===== config.mk =====
export PLATFORM = sky130hd
export DESIGN_NAME = apple_motion
export DESIGN_NICKNAME = d
export VERILOG_FILES = /design/src/rtl/apple_motion.sv
export SDC_FILE = /design/constraint.sdc
export NUM_CORES = 1
export LEC_CHECK = 0
export BUFFER_PORTS_ARGS = -buffer_cell sky130_fd_sc_hd__buf_4
export CAP_MARGIN = 20
export CORE_MARGIN = 3
export CORE_UTILIZATION = 35
export CTS_BUF_LIST = sky130_fd_sc_hd__clkbuf_8
export DETAILED_ROUTE_END_ITERATION = 8
export GPL_TIMING_DRIVEN = 0
export SYNTH_ARGS = -nofsm -noshare
export SYNTH_HDL_FRONTEND = slang
export SYNTH_SLANG_ARGS = --single-unit
export TNS_END_PERCENT = 100

===== constraint.sdc =====
create_clock -name clk -period 5.52 [get_ports clk]
set_clock_uncertainty 0.1 [all_clocks]
set_input_delay 0.276 -clock clk [delete_from_list [all_inputs] [get_ports clk]]
set_output_delay 0.276 -clock clk [all_outputs]
set_load 0.005 [all_outputs]

===== src/rtl/apple_motion.sv =====
// apple_motion: per-apple motion controller feeding the apple sprite renderer.
// Holds the apple position, launches it once when the kid enters the trigger
// window, retires it once it has fully left the screen, and flags kid/apple
// box overlap for the death logic.
// Optional feature: define APPLE_RESPAWN_EN to re-arm the apple RESPAWN_TICKS
// update ticks after it has gone off-screen.
module apple_motion #(
    parameter int INIT_X        = 0,
    parameter int INIT_Y        = 0,
    parameter int TRIG_AXIS     = 0,
    parameter int TRIG_MARGIN   = 0,
    parameter int MOVE_DIR      = 1,
    parameter int STEP          = 4,
    parameter int APPLE_W       = 22,
    parameter int APPLE_H       = 24,
    parameter int KID_W         = 11,
    parameter int KID_H         = 21,
    parameter int SCREEN_W      = 800,
    parameter int SCREEN_H      = 600,
    parameter int RESPAWN_TICKS = 120
) (
    input  logic       clk,
    input  logic       rst,
    input  logic       update_tick,
    input  logic [9:0] kid_x,
    input  logic [9:0] kid_y,
    output logic [9:0] pos_x,
    output logic [9:0] pos_y,
    output logic       visible,
    output logic       moving,
    output logic       hit
);

    typedef enum logic [1:0] {
        ARMED  = 2'd0,
        MOVING = 2'd1,
        GONE   = 2'd2
    } state_t;

    // Every geometric quantity lives in signed 12 bits so the apple can sit
    // partly above or left of the screen without wrapping.
    localparam logic signed [11:0] S_INIT_X   = 12'(INIT_X);
    localparam logic signed [11:0] S_INIT_Y   = 12'(INIT_Y);
    localparam logic signed [11:0] S_MARGIN   = 12'(TRIG_MARGIN);
    localparam logic signed [11:0] S_STEP     = 12'(STEP);
    localparam logic signed [11:0] S_APPLE_W  = 12'(APPLE_W);
    localparam logic signed [11:0] S_APPLE_H  = 12'(APPLE_H);
    localparam logic signed [11:0] S_KID_W    = 12'(KID_W);
    localparam logic signed [11:0] S_KID_H    = 12'(KID_H);
    localparam logic signed [11:0] S_SCREEN_W = 12'(SCREEN_W);
    localparam logic signed [11:0] S_SCREEN_H = 12'(SCREEN_H);
    localparam logic signed [11:0] S_ZERO     = 12'sd0;

    // Step vector chosen once from the fixed launch direction.
    localparam logic signed [11:0] S_DX = (MOVE_DIR == 2) ? -S_STEP :
                                          (MOVE_DIR == 3) ?  S_STEP : S_ZERO;
    localparam logic signed [11:0] S_DY = (MOVE_DIR == 0) ? -S_STEP :
                                          (MOVE_DIR == 1) ?  S_STEP : S_ZERO;

    // Reject configurations whose step could wrap the 12-bit position.
    if (STEP < 1 || STEP > 15 || RESPAWN_TICKS < 1) begin : g_bad_config
        $error("apple_motion: STEP must be 1..15 and RESPAWN_TICKS at least 1");
    end

`ifdef APPLE_RESPAWN_EN
    localparam int CNT_W = (RESPAWN_TICKS > 1) ? $clog2(RESPAWN_TICKS) : 1;
    localparam logic [CNT_W-1:0] CNT_LAST = CNT_W'(RESPAWN_TICKS - 1);
    logic [CNT_W-1:0] cnt_q, cnt_d;
`endif

    state_t             state_q, state_d;
    logic signed [11:0] px_q, px_d;
    logic signed [11:0] py_q, py_d;
    logic               visible_q, visible_d;
    logic               moving_q, moving_d;
    logic               hit_q, hit_d;

    logic signed [11:0] kid_xs, kid_ys;
    logic signed [11:0] px_step, py_step;
    logic               trig_hit;
    logic               off_screen;
    logic               overlap;

    // Kid coordinates are unsigned screen pixels; widen them for signed math.
    assign kid_xs = $signed({2'b00, kid_x});
    assign kid_ys = $signed({2'b00, kid_y});

    // Geometry: trigger window, candidate next position, off-screen test and
    // the strict box overlap used for the collision flag.
    always_comb begin
        trig_hit = 1'b0;
        if (TRIG_AXIS == 0) begin
            trig_hit = ((kid_xs + S_KID_W) > (px_q - S_MARGIN)) &&
                       (kid_xs < (px_q + S_APPLE_W + S_MARGIN));
        end else begin
            trig_hit = ((kid_ys + S_KID_H) > (py_q - S_MARGIN)) &&
                       (kid_ys < (py_q + S_APPLE_H + S_MARGIN));
        end

        px_step = px_q + S_DX;
        py_step = py_q + S_DY;

        off_screen = ((py_step + S_APPLE_H) <= S_ZERO) ||
                     (py_step >= S_SCREEN_H)           ||
                     ((px_step + S_APPLE_W) <= S_ZERO) ||
                     (px_step >= S_SCREEN_W);

        overlap = (kid_xs < (px_q + S_APPLE_W)) &&
                  ((kid_xs + S_KID_W) > px_q)   &&
                  (kid_ys < (py_q + S_APPLE_H)) &&
                  ((kid_ys + S_KID_H) > py_q);
    end

    // Next-state logic: one-shot launch, stepping, retirement and optional
    // re-arm; visible/moving are computed alongside so they change with state.
    always_comb begin
        state_d   = state_q;
        px_d      = px_q;
        py_d      = py_q;
        visible_d = visible_q;
        moving_d  = moving_q;
`ifdef APPLE_RESPAWN_EN
        cnt_d     = cnt_q;
`endif
        case (state_q)
            ARMED: begin
                if (update_tick && trig_hit) begin
                    state_d  = MOVING;
                    moving_d = 1'b1;
                end
            end
            MOVING: begin
                if (update_tick) begin
                    px_d = px_step;
                    py_d = py_step;
                    if (off_screen) begin
                        state_d   = GONE;
                        visible_d = 1'b0;
                        moving_d  = 1'b0;
                    end
                end
            end
            GONE: begin
`ifdef APPLE_RESPAWN_EN
                if (update_tick) begin
                    if (cnt_q == CNT_LAST) begin
                        cnt_d     = '0;
                        px_d      = S_INIT_X;
                        py_d      = S_INIT_Y;
                        state_d   = ARMED;
                        visible_d = 1'b1;
                        moving_d  = 1'b0;
                    end else begin
                        cnt_d = cnt_q + 1'b1;
                    end
                end
`else
                state_d = GONE;
`endif
            end
            default: begin
                state_d   = ARMED;
                px_d      = S_INIT_X;
                py_d      = S_INIT_Y;
                visible_d = 1'b1;
                moving_d  = 1'b0;
            end
        endcase

        hit_d = overlap && (state_q != GONE);
    end

    // State and output registers; reset has priority over any tick.
    always_ff @(posedge clk) begin
        if (rst) begin
            state_q   <= ARMED;
            px_q      <= S_INIT_X;
            py_q      <= S_INIT_Y;
            visible_q <= 1'b1;
            moving_q  <= 1'b0;
            hit_q     <= 1'b0;
`ifdef APPLE_RESPAWN_EN
            cnt_q     <= '0;
`endif
        end else begin
            state_q   <= state_d;
            px_q      <= px_d;
            py_q      <= py_d;
            visible_q <= visible_d;
            moving_q  <= moving_d;
            hit_q     <= hit_d;
`ifdef APPLE_RESPAWN_EN
            cnt_q     <= cnt_d;
`endif
        end
    end

    assign pos_x   = px_q[9:0];
    assign pos_y   = py_q[9:0];
    assign visible = visible_q;
    assign moving  = moving_q;
    assign hit     = hit_q;

endmodule

==> impl_metrics.csv <==
group,metric,value,unit
outcome,outcome,"complete, no violations",
sta,setup_tns,0,ns
sta,rsz0062_at_grt,"false",
synthesis,ys_ff_latch,15,
worst_setup_path,crit_chain,"ha_1 -> xnor2_1 -> ha_1 -> nand2_1 -> mux2i_1 -> mux2i_1 -> o32ai_2 -> nand3_1 -> o211a_4 -> nor3_2 -> o221a_1",
power_and_ir_drop,power.density,109,nW/µm²
clocking,cts_root_buffer,"clkbuf_8",
clocking,postCtsHoldBufs,0,
synthesis,synth_largest_area_cell,"ha_1",
clocking,cts_buffer_depth,2,
worst_setup_path,r2r_end,"moving",
placement,dp_cells,375,
route,wl_per_cell,12.6,µm
synthesis,yosys-top-cells-count,"28 x ha_1, 27 x nor2_1, 20 x buf_4",
finish,drive_above_1_share,0.257,
die,die_x,82.7,µm
sta,slew_headroom,0.662,
global_routing,grt_util_all_layers,0.149,
synthesis,postSynthAreaPerCell,7.92,µm²
synthesis,yosysWarnings,0,
global_routing,grt_pass1_vias,1748,
route,vias,1877,
worst_setup_path,worst_ep_arrival_time,3.02,ns
hold_path,hold_path_class,"in -> reg",
power_and_ir_drop,max-vdd-ir-drop,0.107,mV
global_routing,grt_max_degree,12,
synthesis,syn_inst,260,
finish,design_area,2480,µm²
die,io_pins,46,
synthesis,synthTopCellsByArea,"ha_1 17%, dfxtp_1 15%, xnor2_1 7.7%",
synthesis,syn_area,2060,µm²
worst_setup_path,critPathRequiredTime,5.62,ns
worst_setup_path,r2r-start,"py_q[2]",
placement,dpl.hpwl,3.91,mm
die,die-area,6840,µm²
finish,layout.nets,359,
die,coreArea,5610,µm²
worst_setup_path,worstSetupPathType,"reg -> reg",
die,initial_utilization,0.367,
synthesis,synth_most_common_cell,"ha_1",
clocking,path_clk_slew,0.07,ns
placement,placed_area,2430,µm²
sta,worst_pin_slew,0.507,ns
die,rows,27,
worst_setup_path,cp-startpoint,"py_q[2]",
worst_setup_path,worst_path_max_delay_cell,"dfxtp_1",
die,fp.dieH,82.7,µm
worst_setup_path,cp-start-kind,"register",
finish,area_delta_synth_final,20.4,%
clocking,ctsResizeCount,0,
route,drt_wl_total,4.77,mm
synthesis,synth.distinct_cells,56,
route,drcViolationCount,0,
finish,antenna_cells,0,
route,drtPass1Iterations,4,
global_routing,overflow,0,
worst_setup_path,slowest_delay,0.55,ns
worst_setup_path,regToRegSetupSlack,2.60,ns
placement,io_buffers,32,
global_routing,antenna_found_initial,0,
clocking,cts_sinks,15,
clocking,h-tree-depth,1,
clocking,post-cts-setup-buffer-count,0,
clocking,numCtsBuffers,3,
synthesis,synth_top_flop_cell,"dfxtp_1",
clocking,cts_tree,"done",
sta,setup_violations,0,
sta,drv_slew,0,
worst_setup_path,r2r_cells,11,
synthesis,synth_seq_area_share,0.146,
route,ant_nets,0,
route,via_per_inst,4.95,
global_routing,grt_pass1_wl,7.92,mm
sta,hold_violations,0,
synthesis,synth_edf_count,0,
sta,fin_crit,2.92,ns
finish,fin_cells,379,
route,drt_iter0_markers,70,
sta,period_share,0.529,
sta,fmax,343,MHz
worst_setup_path,endpoint,"moving",
placement,place_congestion,0.856,
finish,fillCellCount,592,
synthesis,async_flop_share,0,
clocking,clk_latency,0.25,ns
run,drv_cap,0,
power_and_ir_drop,p_leak,0.00103,µW
worst_setup_path,crit_fanout,11,
hold_path,whs_path_depth,2,
worst_setup_path,cp-end-kind,"register",
synthesis,yosysTopAreaCellShare,0.170,
[flip-flops by register name (all words and copies together) (netlist names)]
signal,count
hit,1
py_q,10
state_q,2
moving,1
visible,1
[critical path, delay by kind of cell, from the launching register on]
kind | cells | cell delay [ns]
muxes | 2 | 0.24
xor gates and xnor gates | 1 | 0.27
adders and majority gates | 2 | 0.74
DFF | 1 | 0.55
and+or+nand+nor | 3 | 0.37
AOI/OAI and AO/OA | 3 | 0.60
[logic make-up (layout without fill, tap and decap cells)]
| logic type | Yosys count | count (layout) | synth area share |
|---|---|---|---|
| muxes | 2 | 2 | 0.00973 |
| AOI/OAI and AO/OA | 69 | 69 | 0.237 |
| buffers and inverters | 44 | 80 | 0.122 |
| other | 1 | 12 | 0.00182 |
| adders and majority gates | 28 | 28 | 0.170 |
| xor gates and xnor gates | 21 | 21 | 0.0894 |
| DFF | 15 | 15 | 0.146 |
| and+or+nand+nor | 80 | 80 | 0.224 |
[report_power, final]
group,total [µW],internal [µW],switching [µW]
registers,109,109,0.249
clock network,95.9,50.8,45.1
logic,64.4,34.7,29.7
total,269,194,75.1
[layer usage]
layer,part of all wire,vias to the layer above,global-route usage
li1,-,987,-
met3,0.053,2,0.0239
met1,0.49,838,0.208
met2,0.45,50,0.247
met5,0,-,0
met4,0.0059,0,0.0196
[through the flow]
stage | power, µW | hold slack (ns) | util | worst slack, ns
CTS | 272 | 0.118 | 0.442 | 2.60
detailed placement | 175 | 0.360 | 0.433 | 2.63
finish | 269 | 0.115 | 0.442 | 2.60
floorplan | 152 | 0.245 | - | 2.97
global route | 285 | 0.126 | 0.442 | 2.36
global placement | 174 | 0.356 | 0.433 | 2.64
[worst min-delay path by stage]
stage | from | endpoint | slack [ns]
after CTS | rst | py_q[4] | 0.12
after global placement | visible | visible | 0.36
after floorplan | rst | py_q[4] | 0.25
after global routing | rst | py_q[9] | 0.13
final | rst | py_q[9] | 0.11
after detailed placement | visible | visible | 0.36
[area by class of cell]
cell class | instances | area, µm² | area share
clock inverters | 1 | 7.51 | 0.00303
well taps | 72 | 90.1 | 0.0363
inverters | 17 | 63.8 | 0.0257
clock buffers | 3 | 41.3 | 0.0167
multi-input cells | 212 | 1550 | 0.624
repair buffers | 32 | 240 | 0.0969
flip-flops and latches | 15 | 300 | 0.121
plain buffers | 27 | 188 | 0.0757
[layout by cell type, fill, tap and decap left out, drive strengths merged, types with 2 or more instances in the layout]
| master | count |
|---|---|
| clkbuf | 6 |
| nand3 | 8 |
| nand4b | 2 |
| nand2b | 2 |
| nor4 | 3 |
| o211ai | 2 |
| mux2i | 2 |
| nand2 | 13 |
| dfxtp | 15 |
| o21a | 12 |
| nand4 | 5 |
| o21ai | 18 |
| and2 | 2 |
| nor3 | 12 |
| nor2 | 27 |
| inv | 17 |
| xor2 | 3 |
| a22oi | 2 |
| xnor2 | 18 |
| a21oi | 19 |
| a21o | 3 |
| buf | 56 |
| ha | 28 |
| conb | 12 |
(Power assumes the default switching activity.)
